[src/rtl/level_sequencer.sv]
`default_nettype none
// ============================================================================
// level_sequencer : per-level PRELIM/GAME/ANSWER/POST/EVAL sequencer with lives,
// pause, level-scaled tolerance and WON/LOST terminal states.  Rev 1.0
// ============================================================================
module level_sequencer #(
  parameter int PRELIM_SECS = 3,
  parameter int GAME_SECS   = 20,
  parameter int ANSWER_SECS = 3,
  parameter int POST_SECS   = 5,
  parameter int LEVEL_W     = 5,
  parameter int MAX_LEVEL   = 31,
  parameter int DIFF_W      = 7,
  parameter int TOL_BASE    = 3,
  parameter int TOL_SHIFT   = 3,
  parameter int TOL_MIN     = 1,
  parameter int LIVES       = 3
) (
  input  logic                         Clk1Hz,
  input  logic                         reset,
  input  logic                         pause,
  input  logic [DIFF_W-1:0]            symCountDiff,
  output logic [LEVEL_W-1:0]           level,
  output logic                         levelChng,
  output logic                         retry,
  output logic                         prelimPeriod,
  output logic                         gamePeriod,
  output logic                         answerPeriod,
  output logic                         postPeriod,
  output logic [2:0]                   countDownTime,
  output logic [$clog2(LIVES+1)-1:0]   livesLeft,
  output logic                         loss,
  output logic                         win
);

  localparam int LIVES_W = $clog2(LIVES + 1);
  localparam int MAX_A   = (PRELIM_SECS > GAME_SECS) ? PRELIM_SECS : GAME_SECS;
  localparam int MAX_B   = (ANSWER_SECS > POST_SECS) ? ANSWER_SECS : POST_SECS;
  localparam int MAX_PH  = (MAX_A > MAX_B) ? MAX_A : MAX_B;
  localparam int CNT_W   = $clog2(MAX_PH + 1);

  typedef enum logic [2:0] {
    S_PRELIM = 3'd0,
    S_GAME   = 3'd1,
    S_ANSWER = 3'd2,
    S_POST   = 3'd3,
    S_EVAL   = 3'd4,
    S_LOST   = 3'd5,
    S_WON    = 3'd6
  } state_t;

  state_t               r_state;
  logic [CNT_W-1:0]     r_cnt;

  state_t               w_state_nxt;
  logic [CNT_W-1:0]     w_cnt_nxt;
  logic [CNT_W-1:0]     w_len_m1;
  logic                 w_last;
  logic                 w_timed;
  logic [LEVEL_W-1:0]   w_level_nxt;
  logic [LIVES_W-1:0]   w_lives_nxt;
  logic                 w_lchg_nxt;
  logic                 w_retry_nxt;
  logic [2:0]           w_cdt_nxt;
  logic [31:0]          w_lvl_shift;
  logic [31:0]          w_tol;
  logic                 w_pass;

  // Saturating tolerance: compare before subtracting so it can never wrap.
  assign w_lvl_shift = 32'(level >> TOL_SHIFT);
  assign w_tol       = ((w_lvl_shift + 32'(TOL_MIN)) >= 32'(TOL_BASE)) ? 32'(TOL_MIN)
                                                                       : 32'(TOL_BASE) - w_lvl_shift;
  assign w_pass      = 32'(symCountDiff) < w_tol;
  assign w_cdt_nxt   = 3'(PRELIM_SECS - int'(w_cnt_nxt));

  always_comb begin
    w_state_nxt = r_state;
    w_cnt_nxt   = r_cnt;
    w_level_nxt = level;
    w_lives_nxt = livesLeft;
    w_lchg_nxt  = levelChng;
    w_retry_nxt = retry;
    w_len_m1    = '0;
    w_timed     = 1'b1;
    unique case (r_state)
      S_PRELIM: w_len_m1 = CNT_W'(PRELIM_SECS - 1);
      S_GAME:   w_len_m1 = CNT_W'(GAME_SECS - 1);
      S_ANSWER: w_len_m1 = CNT_W'(ANSWER_SECS - 1);
      S_POST:   w_len_m1 = CNT_W'(POST_SECS - 1);
      default:  w_timed  = 1'b0;
    endcase
    w_last = (r_cnt == w_len_m1);

    // While paused every next value equals the current one, so outputs hold.
    if (!pause) begin
      w_lchg_nxt  = 1'b0;
      w_retry_nxt = 1'b0;
      if (w_timed) begin
        w_cnt_nxt = w_last ? '0 : r_cnt + 1'b1;
      end
      unique case (r_state)
        S_PRELIM: if (w_last) w_state_nxt = S_GAME;
        S_GAME:   if (w_last) w_state_nxt = S_ANSWER;
        S_ANSWER: if (w_last) w_state_nxt = S_POST;
        S_POST:   if (w_last) w_state_nxt = S_EVAL;
        S_EVAL: begin
          if (w_pass) begin
            if (level == LEVEL_W'(MAX_LEVEL - 1)) begin
              w_level_nxt = LEVEL_W'(MAX_LEVEL);
              w_state_nxt = S_WON;
            end else begin
              w_level_nxt = level + 1'b1;
              w_lchg_nxt  = 1'b1;
              w_state_nxt = S_PRELIM;
            end
          end else if (livesLeft > LIVES_W'(1)) begin
            w_lives_nxt = livesLeft - 1'b1;
            w_retry_nxt = 1'b1;
            w_state_nxt = S_PRELIM;
          end else begin
            w_lives_nxt = '0;
            w_state_nxt = S_LOST;
          end
        end
        default: ;
      endcase
    end
  end

  always_ff @(posedge Clk1Hz) begin
    if (reset) begin
      r_state       <= S_PRELIM;
      r_cnt         <= '0;
      level         <= '0;
      livesLeft     <= LIVES_W'(LIVES);
      levelChng     <= 1'b0;
      retry         <= 1'b0;
      prelimPeriod  <= 1'b1;
      gamePeriod    <= 1'b0;
      answerPeriod  <= 1'b0;
      postPeriod    <= 1'b0;
      countDownTime <= 3'(PRELIM_SECS);
      loss          <= 1'b0;
      win           <= 1'b0;
    end else begin
      r_state       <= w_state_nxt;
      r_cnt         <= w_cnt_nxt;
      level         <= w_level_nxt;
      livesLeft     <= w_lives_nxt;
      levelChng     <= w_lchg_nxt;
      retry         <= w_retry_nxt;
      prelimPeriod  <= (w_state_nxt == S_PRELIM);
      gamePeriod    <= (w_state_nxt == S_GAME);
      answerPeriod  <= (w_state_nxt == S_ANSWER);
      postPeriod    <= (w_state_nxt == S_POST);
      countDownTime <= (w_state_nxt == S_PRELIM) ? w_cdt_nxt : 3'd0;
      loss          <= (w_state_nxt == S_LOST);
      win           <= (w_state_nxt == S_WON);
    end
  end

endmodule
`default_nettype wire

[config.mk]
export PLATFORM = sky130hd
export DESIGN_NAME = level_sequencer
export DESIGN_NICKNAME = d
export VERILOG_FILES = /design/src/rtl/level_sequencer.sv
export SDC_FILE = /design/constraint.sdc
export NUM_CORES = 1
export LEC_CHECK = 0
export BUFFER_PORTS_ARGS = -buffer_cell sky130_fd_sc_hd__buf_4
export CORE_MARGIN = 2
export CORE_UTILIZATION = 35
export CTS_BUF_LIST = sky130_fd_sc_hd__clkbuf_8 sky130_fd_sc_hd__clkbuf_16
export CTS_CLUSTER_DIAMETER = 40
export CTS_CLUSTER_SIZE = 25
export DETAILED_ROUTE_END_ITERATION = 6
export GPL_TIMING_DRIVEN = 0
export SYNTH_ARGS = -nofsm -noshare
export SYNTH_HDL_FRONTEND = slang
export SYNTH_SLANG_ARGS = --single-unit
[constraint.sdc]
create_clock -name Clk1Hz -period 2.4 [get_ports Clk1Hz]
set_clock_uncertainty 0.1 [all_clocks]
set_input_delay 0.48 -clock Clk1Hz [delete_from_list [all_inputs] [get_ports Clk1Hz]]
set_output_delay 0.48 -clock Clk1Hz [all_outputs]
set_load 0.01 [all_outputs]
# After elaboration in Yosys (flattened, before gate mapping)
# Cells that the tools add are included.
word_totals:
  latchBits: 0
  rom_bits: 0
  elab_cells: 68
  mem_count: 0
  output_inout_bits: 18
  inputBits: 10
  regBits: 26
  mem_bits_rw: 0
classes:
  div_mod_pow: 0
  n_reduce_logical: 7
  shifts: 0
  n_mux: 24
  n_lt_le_gt_ge: 3
  n_addsub: 6
  n_mul: 0
  eq_ne: 11
  n_bitwise: 3
op_table:
  columns: ["operator", "count"]
  rows:
  - ["< comparator 7 x 32 -> 1 bit", 1]
  - ["2-to-1 mux 32 bit", 1]
  - ["2-to-1 mux 3 bit", 8]
  - ["2-to-1 mux 5 bit", 4]
  - ["one-hot mux 3 bit (5 select lines)", 1]
  - ["one-hot mux 5 bit (3 select lines)", 1]
  - ["== test 3 x 2 -> 1 bit, second input constant", 4]
  - ["adder 5 x 1 -> 5 bit, second input constant", 2]
  - ["== test 3 bit, second input constant", 3]
  - ["2-to-1 mux 1 bit", 7]
  - ["== test 3 x 1 -> 1 bit, second input constant", 2]
  - ["zero test 3 bit", 2]
  - ["AND reduction 3 bit", 2]
  - ["== test 5 bit", 1]
  - ["== test 5 bit, second input constant", 1]
  - ["2-to-1 mux 2 bit", 2]
  - ["OR reduction 2 bit", 2]
  - ["OR reduction 4 bit", 1]
  - ["adder 2 x 1 -> 3 bit, second input constant", 1]
  - ["greater-or-equal comparator 3 x 2 -> 1 bit, second input constant", 1]
  - ["NOT 1 bit", 3]
  - ["subtractor 2 x 2 -> 3 bit, first input constant", 1]
  - ["subtractor 2 x 3 -> 3 bit, first input constant", 1]
  - ["greater-than comparator 2 x 1 -> 1 bit, second input constant", 1]
  - ["subtractor 2 x 1 -> 2 bit, second input constant", 1]

# Depth between registers and ports, before layout
logic_depth:
  depth_word: 10
  ltp_mapped: 8
  ltp_nobuf: 7

# Least setup slack after synthesis
# Ideal clock, no wire load.
synth_path:
  path_kind: "reg-to-reg"
  startpoint: "reg r_state[1]"
  endpoint: "reg countDownTime[0]"
  t_required_ns: 2.184
  t_arrival_ns: 1.932
  path_buffers: 0
  stages_incl_launch_ff: 7
  synth_period_minus_slack_ns: 2.148
  slack_ns: 0.252
  setup_ns: 0.116
  cell_sequence: "dfxtp_1 -> nand2b_1 -> a2111o_1 -> a2bb2oi_2 -> a221oi_1 -> or3_4 -> a41o_1"
synth_between:
  elab_chain_cells: 9
  elab_cells_between_ends: 22
  cone_classes: "add/sub: 1; eq/ne: 5; mux: 12; reduce/logical: 4"
synth_lines:
  columns: ["element", "line_no", "source"]
  rows:
  - ["start, declared", "52", "state_t r_state;"]
  - ["start signal, assigned", "146", "r_state <= w_state_nxt;"]
  - ["== test 3 x 2 -> 1 bit or zero test 3 bit (tied branches)", "85, 101", null]
  - ["OR reduction 2 bit (no line)", null, null]
  - ["one-hot mux 5 bit (3 select lines)", "85", "unique case (r_state)"]
  - ["== test 5 bit", "92", "w_last = (r_cnt == w_len_m1);"]
  - ["2-to-1 mux 5 bit (tied with other cells)", "99", "w_cnt_nxt = w_last ? '0 : r_cnt + 1'b1;"]
  - ["2-to-1 mux 5 bit or one-hot mux 3 bit (5 select lines) (tied branches)", "98, 101", null]
  - ["2-to-1 mux 5 bit or 2-to-1 mux 3 bit (tied branches)", "95", "if (!pause) begin"]
  - ["subtractor 2 x 3 -> 3 bit or zero test 3 bit (tied branches)", "74, 156", null]
  - ["2-to-1 mux 2 bit *", "156", "countDownTime <= (w_state_nxt == S_PRELIM) ? w_cdt_nxt : 3'd0;"]
  - ["end signal, assigned", "142", "countDownTime <= 3'(PRELIM_SECS);"]
  - ["end signal, assigned", "156", null]
  - ["end, declared", "30", "output logic [2:0] countDownTime,"]
# Mark *: on every way between the ends. The rest lies on a longest branch, timed or not.
# A chain may end at the register's enable or synchronous reset.

# Worst setup path after layout
layout_path:
  startpoint: "reg r_state[1]"
  endpoint: "reg countDownTime[2]"
layout_between:
  elab_chain_cells: 10
  elab_cells_between_ends: 23
  cone_classes: "add/sub: 1; eq/ne: 5; mux: 11; bitwise: 1; reduce/logical: 5"
layout_lines:
  columns: ["element", "line_no", "source"]
  rows:
  - ["== test 3 x 2 -> 1 bit or zero test 3 bit (tied branches)", "85, 101", null]
  - ["OR reduction 2 bit (no line)", null, null]
  - ["one-hot mux 5 bit (3 select lines)", "85", null]
  - ["== test 5 bit", "92", null]
  - ["2-to-1 mux 3 bit (on tied branches)", null, null]
  - ["one-hot mux 3 bit (5 select lines)", "101", "unique case (r_state)"]
  - ["2-to-1 mux 3 bit", "95", null]
  - ["zero test 3 bit", "156", null]
  - ["NOT 1 bit (no line)", null, null]
  - ["OR reduction 2 bit (no line)", null, null]
# Parallel ways exist; a longest one is shown, timed or not.

==> flow_metrics.tcl <==
set metrics [dict create \
    numCtsBuffers 3 \
    r2r_start "r_state[1]" \
    die_w_um 64.4 \
    p_comb_share_pct 9.2 \
    min_from "reset" \
    drc 0 \
    crit_chain "nand2b_1 -> a2111o_1 -> a211o_1 -> a221oi_4 -> nand2_2 -> a2111oi_2" \
    hold_viol 0 \
    synth-edff-count 0 \
    fin_util_pct 49.2 \
    final_cell_mix "buf_4, dfxtp_1, nor2_1" \
    route.met3.wl_um 79 \
    power_density_mw_per_mm2 532 \
    area_growth_pct 31.4 \
    grt_usage_pct 15.4 \
    io_pins 28 \
    worst-setup-path-type "flip-flop to flip-flop" \
    cts-hold-fix-buffers 0 \
    min_period_ps 2310 \
    cts_max_level 1 \
    rows 21 \
    rrSetupSlack_ps 90 \
    critPathLaunch "r_state[1]" \
    dieArea_mm2 0.00415 \
    num-nets-final 196 \
    cp-end-kind "flip-flop" \
    synth_area_mm2 0.00128 \
    dr.pass1.iters 4 \
    crit_buf_inv 0 \
    core_mm2 0.00342 \
    crit_required_ps 2470 \
    p_seq_share_pct 49.6 \
    antenna_found_initial 0 \
    worstPathArrival_ps 2390 \
    leakage_nw 0.643 \
    synth_cell_types 45 \
    cts.clk_slew.worst_paths_ps 90 \
    clk_latency_ps 280 \
    synthFlopType "dfxtp_1" \
    die_h_um 64.4 \
    holdPathEnd "r_state[1]" \
    vias 1195 \
    p_clk_share_pct 41.1 \
    cp-start-kind "flip-flop" \
    ys_ff_latch 26 \
    syn-num-nets 160 \
    holdWs_ps 287 \
    async_flop_share_pct 0 \
    yosysSeqAreaShare_pct 40.7 \
    drt-met1-wl_um 1320 \
    numPortBuffers 27 \
    p_sw_share_pct 21.7 \
    drive_gt1_share_pct 27.6 \
    initial_core_util_pct 37.4 \
    viasPerCell 5.26 \
    yosysWarnings 0 \
    grt_max_degree 16 \
    tritoncts "built" \
    cts_sinks 26 \
    yosys-top-cells-area "dfxtp_1, nor2_1, ha_1, nand2_1, a21oi_1" \
    finalSetupViolations 0 \
    ir_drop_v 0.000235 \
    drv_slew 0 \
    gp_congestion 0.825 \
    switching_power_mw 0.194 \
    slew_headroom_pct 57.5 \
    final_antenna_net_count 0 \
    top_layer "met4" \
    p_int_mw 0.700 \
    r2r_end "countDownTime[2]" \
    final_common_cell "buf_4" \
    cp_slowest_cell "a2111o_1" \
    synth.avg_cell_area_um2 8.75 \
    path_delay_family "compound AO/OA/AOI/OAI gates" \
    routedWlPerCell_um 13.2 \
    worstHoldPathType "input port to flip-flop" \
    yosysTopAreaCellShare_pct 40.7 \
    clk_path_buf_depth 2 \
    drt_iter0_markers 42 \
    fin_crit_sh_pct 96.4 \
    netlist_instances 146 \
    max_stage_delay_ps 480 \
    wl_met2_um 1530 \
    tightest_slew_ps 631 \
    r2r_cells 6 \
    max_freq_mhz 432 \
    whs_path_depth 2 \
    setup_tns_ps 0 \
    synth_top_cell_by_area "dfxtp_1" \
    status "finished, final reports clean" \
    wirelength_um 3000 \
    maxCapViolations 0 \
    fillers 342 \
    antennaDiodeCount 0 \
    grt_pass1_wl_um 4950 \
    grt.overflow.total 0 \
    grt_pass1_vias 1137 \
    cts-root-buf "clkbuf_8" \
    hpwl_um 2180 \
    rsz0062_at_grt "false" \
    crit_path_max_fanout 8 \
]
Yosys cell counts, drive strengths merged (2+ instances only):
library cell,instances
ha,4
clkbuf,5
a21oi,7
nand2,11
nand4,5
nor4b,2
nor3,8
or3,2
nand2b,3
inv,6
buf,2
dfxtp,26
o211ai,2
nor4,2
o21ai,6
nor2b,4
a211oi,2
nand3,5
nand3b,2
nor2,19
a311oi,2
a221oi,2
and3,3
routing by layer:
metal,global-route usage [%],vias to the layer above
met2,27.7,18
li1,-,601
met4,7.18,0
met5,0,-
met3,2.60,4
met1,17.6,572
what timing repair did:
| action | in CTS | in global routing |
|---|---|---|
| resized for setup | 1 | 5 |
| cloned | 0 | 0 |
| endpoints found under the setup margin | 1 | 10 |
| pin swaps | 0 | 3 |
| setup buffers | 0 | 4 |
power by group through the flow:
| stage | clock [mW] | combinational [mW] | sequential [mW] |
|---|---|---|---|
| after CTS | 0.378 | 0.0796 | 0.443 |
| final | 0.367 | 0.0826 | 0.443 |
| after floorplan | 0 | 0.0456 | 0.455 |
| after global routing | 0.399 | 0.0916 | 0.445 |
| after detailed placement | 0 | 0.0766 | 0.453 |
| after global placement | 0 | 0.0747 | 0.453 |
worst register-to-register path: stages (launching register included):
cell,delay [ps]
dfxtp_2,400
nand2b_1,160
a2111o_1,480
a211o_1,320
a221oi_4,390
nand2_2,140
a2111oi_2,220
state kept, by name, summed over array words and instances (netlist names), 2 cells and up:
register and cells:
r_state 3, level 5, r_cnt 5, countDownTime 3, livesLeft 2
cell families after synthesis:
group	after synthesis	synth area share (%)
compound gates	32	20.0
xor+xnor	1	0.686
fa+ha+maj	4	3.92
buf+inv	13	4.02
flops	26	40.7
mux	1	0.784
simple gates	69	29.9
metrics by stage:
stage | cells | cell area, um2 | power (mW) | setup slack, ps
final | 227 | 1680 | 0.893 | 86.1
after global routing | 227 | 1680 | 0.936 | 25.7
after CTS | 223 | 1620 | 0.901 | 13.3
after detailed placement | 219 | 1540 | 0.530 | 18.3
after global placement | 219 | 1540 | 0.528 | 38.0
after floorplan | 146 | 1280 | 0.500 | 252
area by class of cell:
class	count	area, um2	area share (%)
repair buffers	31	233	13.9
flip-flops and latches	26	522	31.1
well taps	46	57.6	3.43
clock inverters	1	30.0	1.79
multi-input cells	107	744	44.3
clock buffers	3	41.3	2.46
inverters	6	22.5	1.34
plain buffers	7	28.8	1.71
worst max-delay path by stage:
stage	endpoint	slack (ps)	cells past startpoint
after global placement	countDownTime[0]	40	6
final	countDownTime[2]	90	6
after floorplan	countDownTime[0]	250	6
after CTS	countDownTime[2]	10	7
after detailed placement	countDownTime[0]	20	6
after global routing	countDownTime[2]	30	7
(Power assumes the default switching activity.)
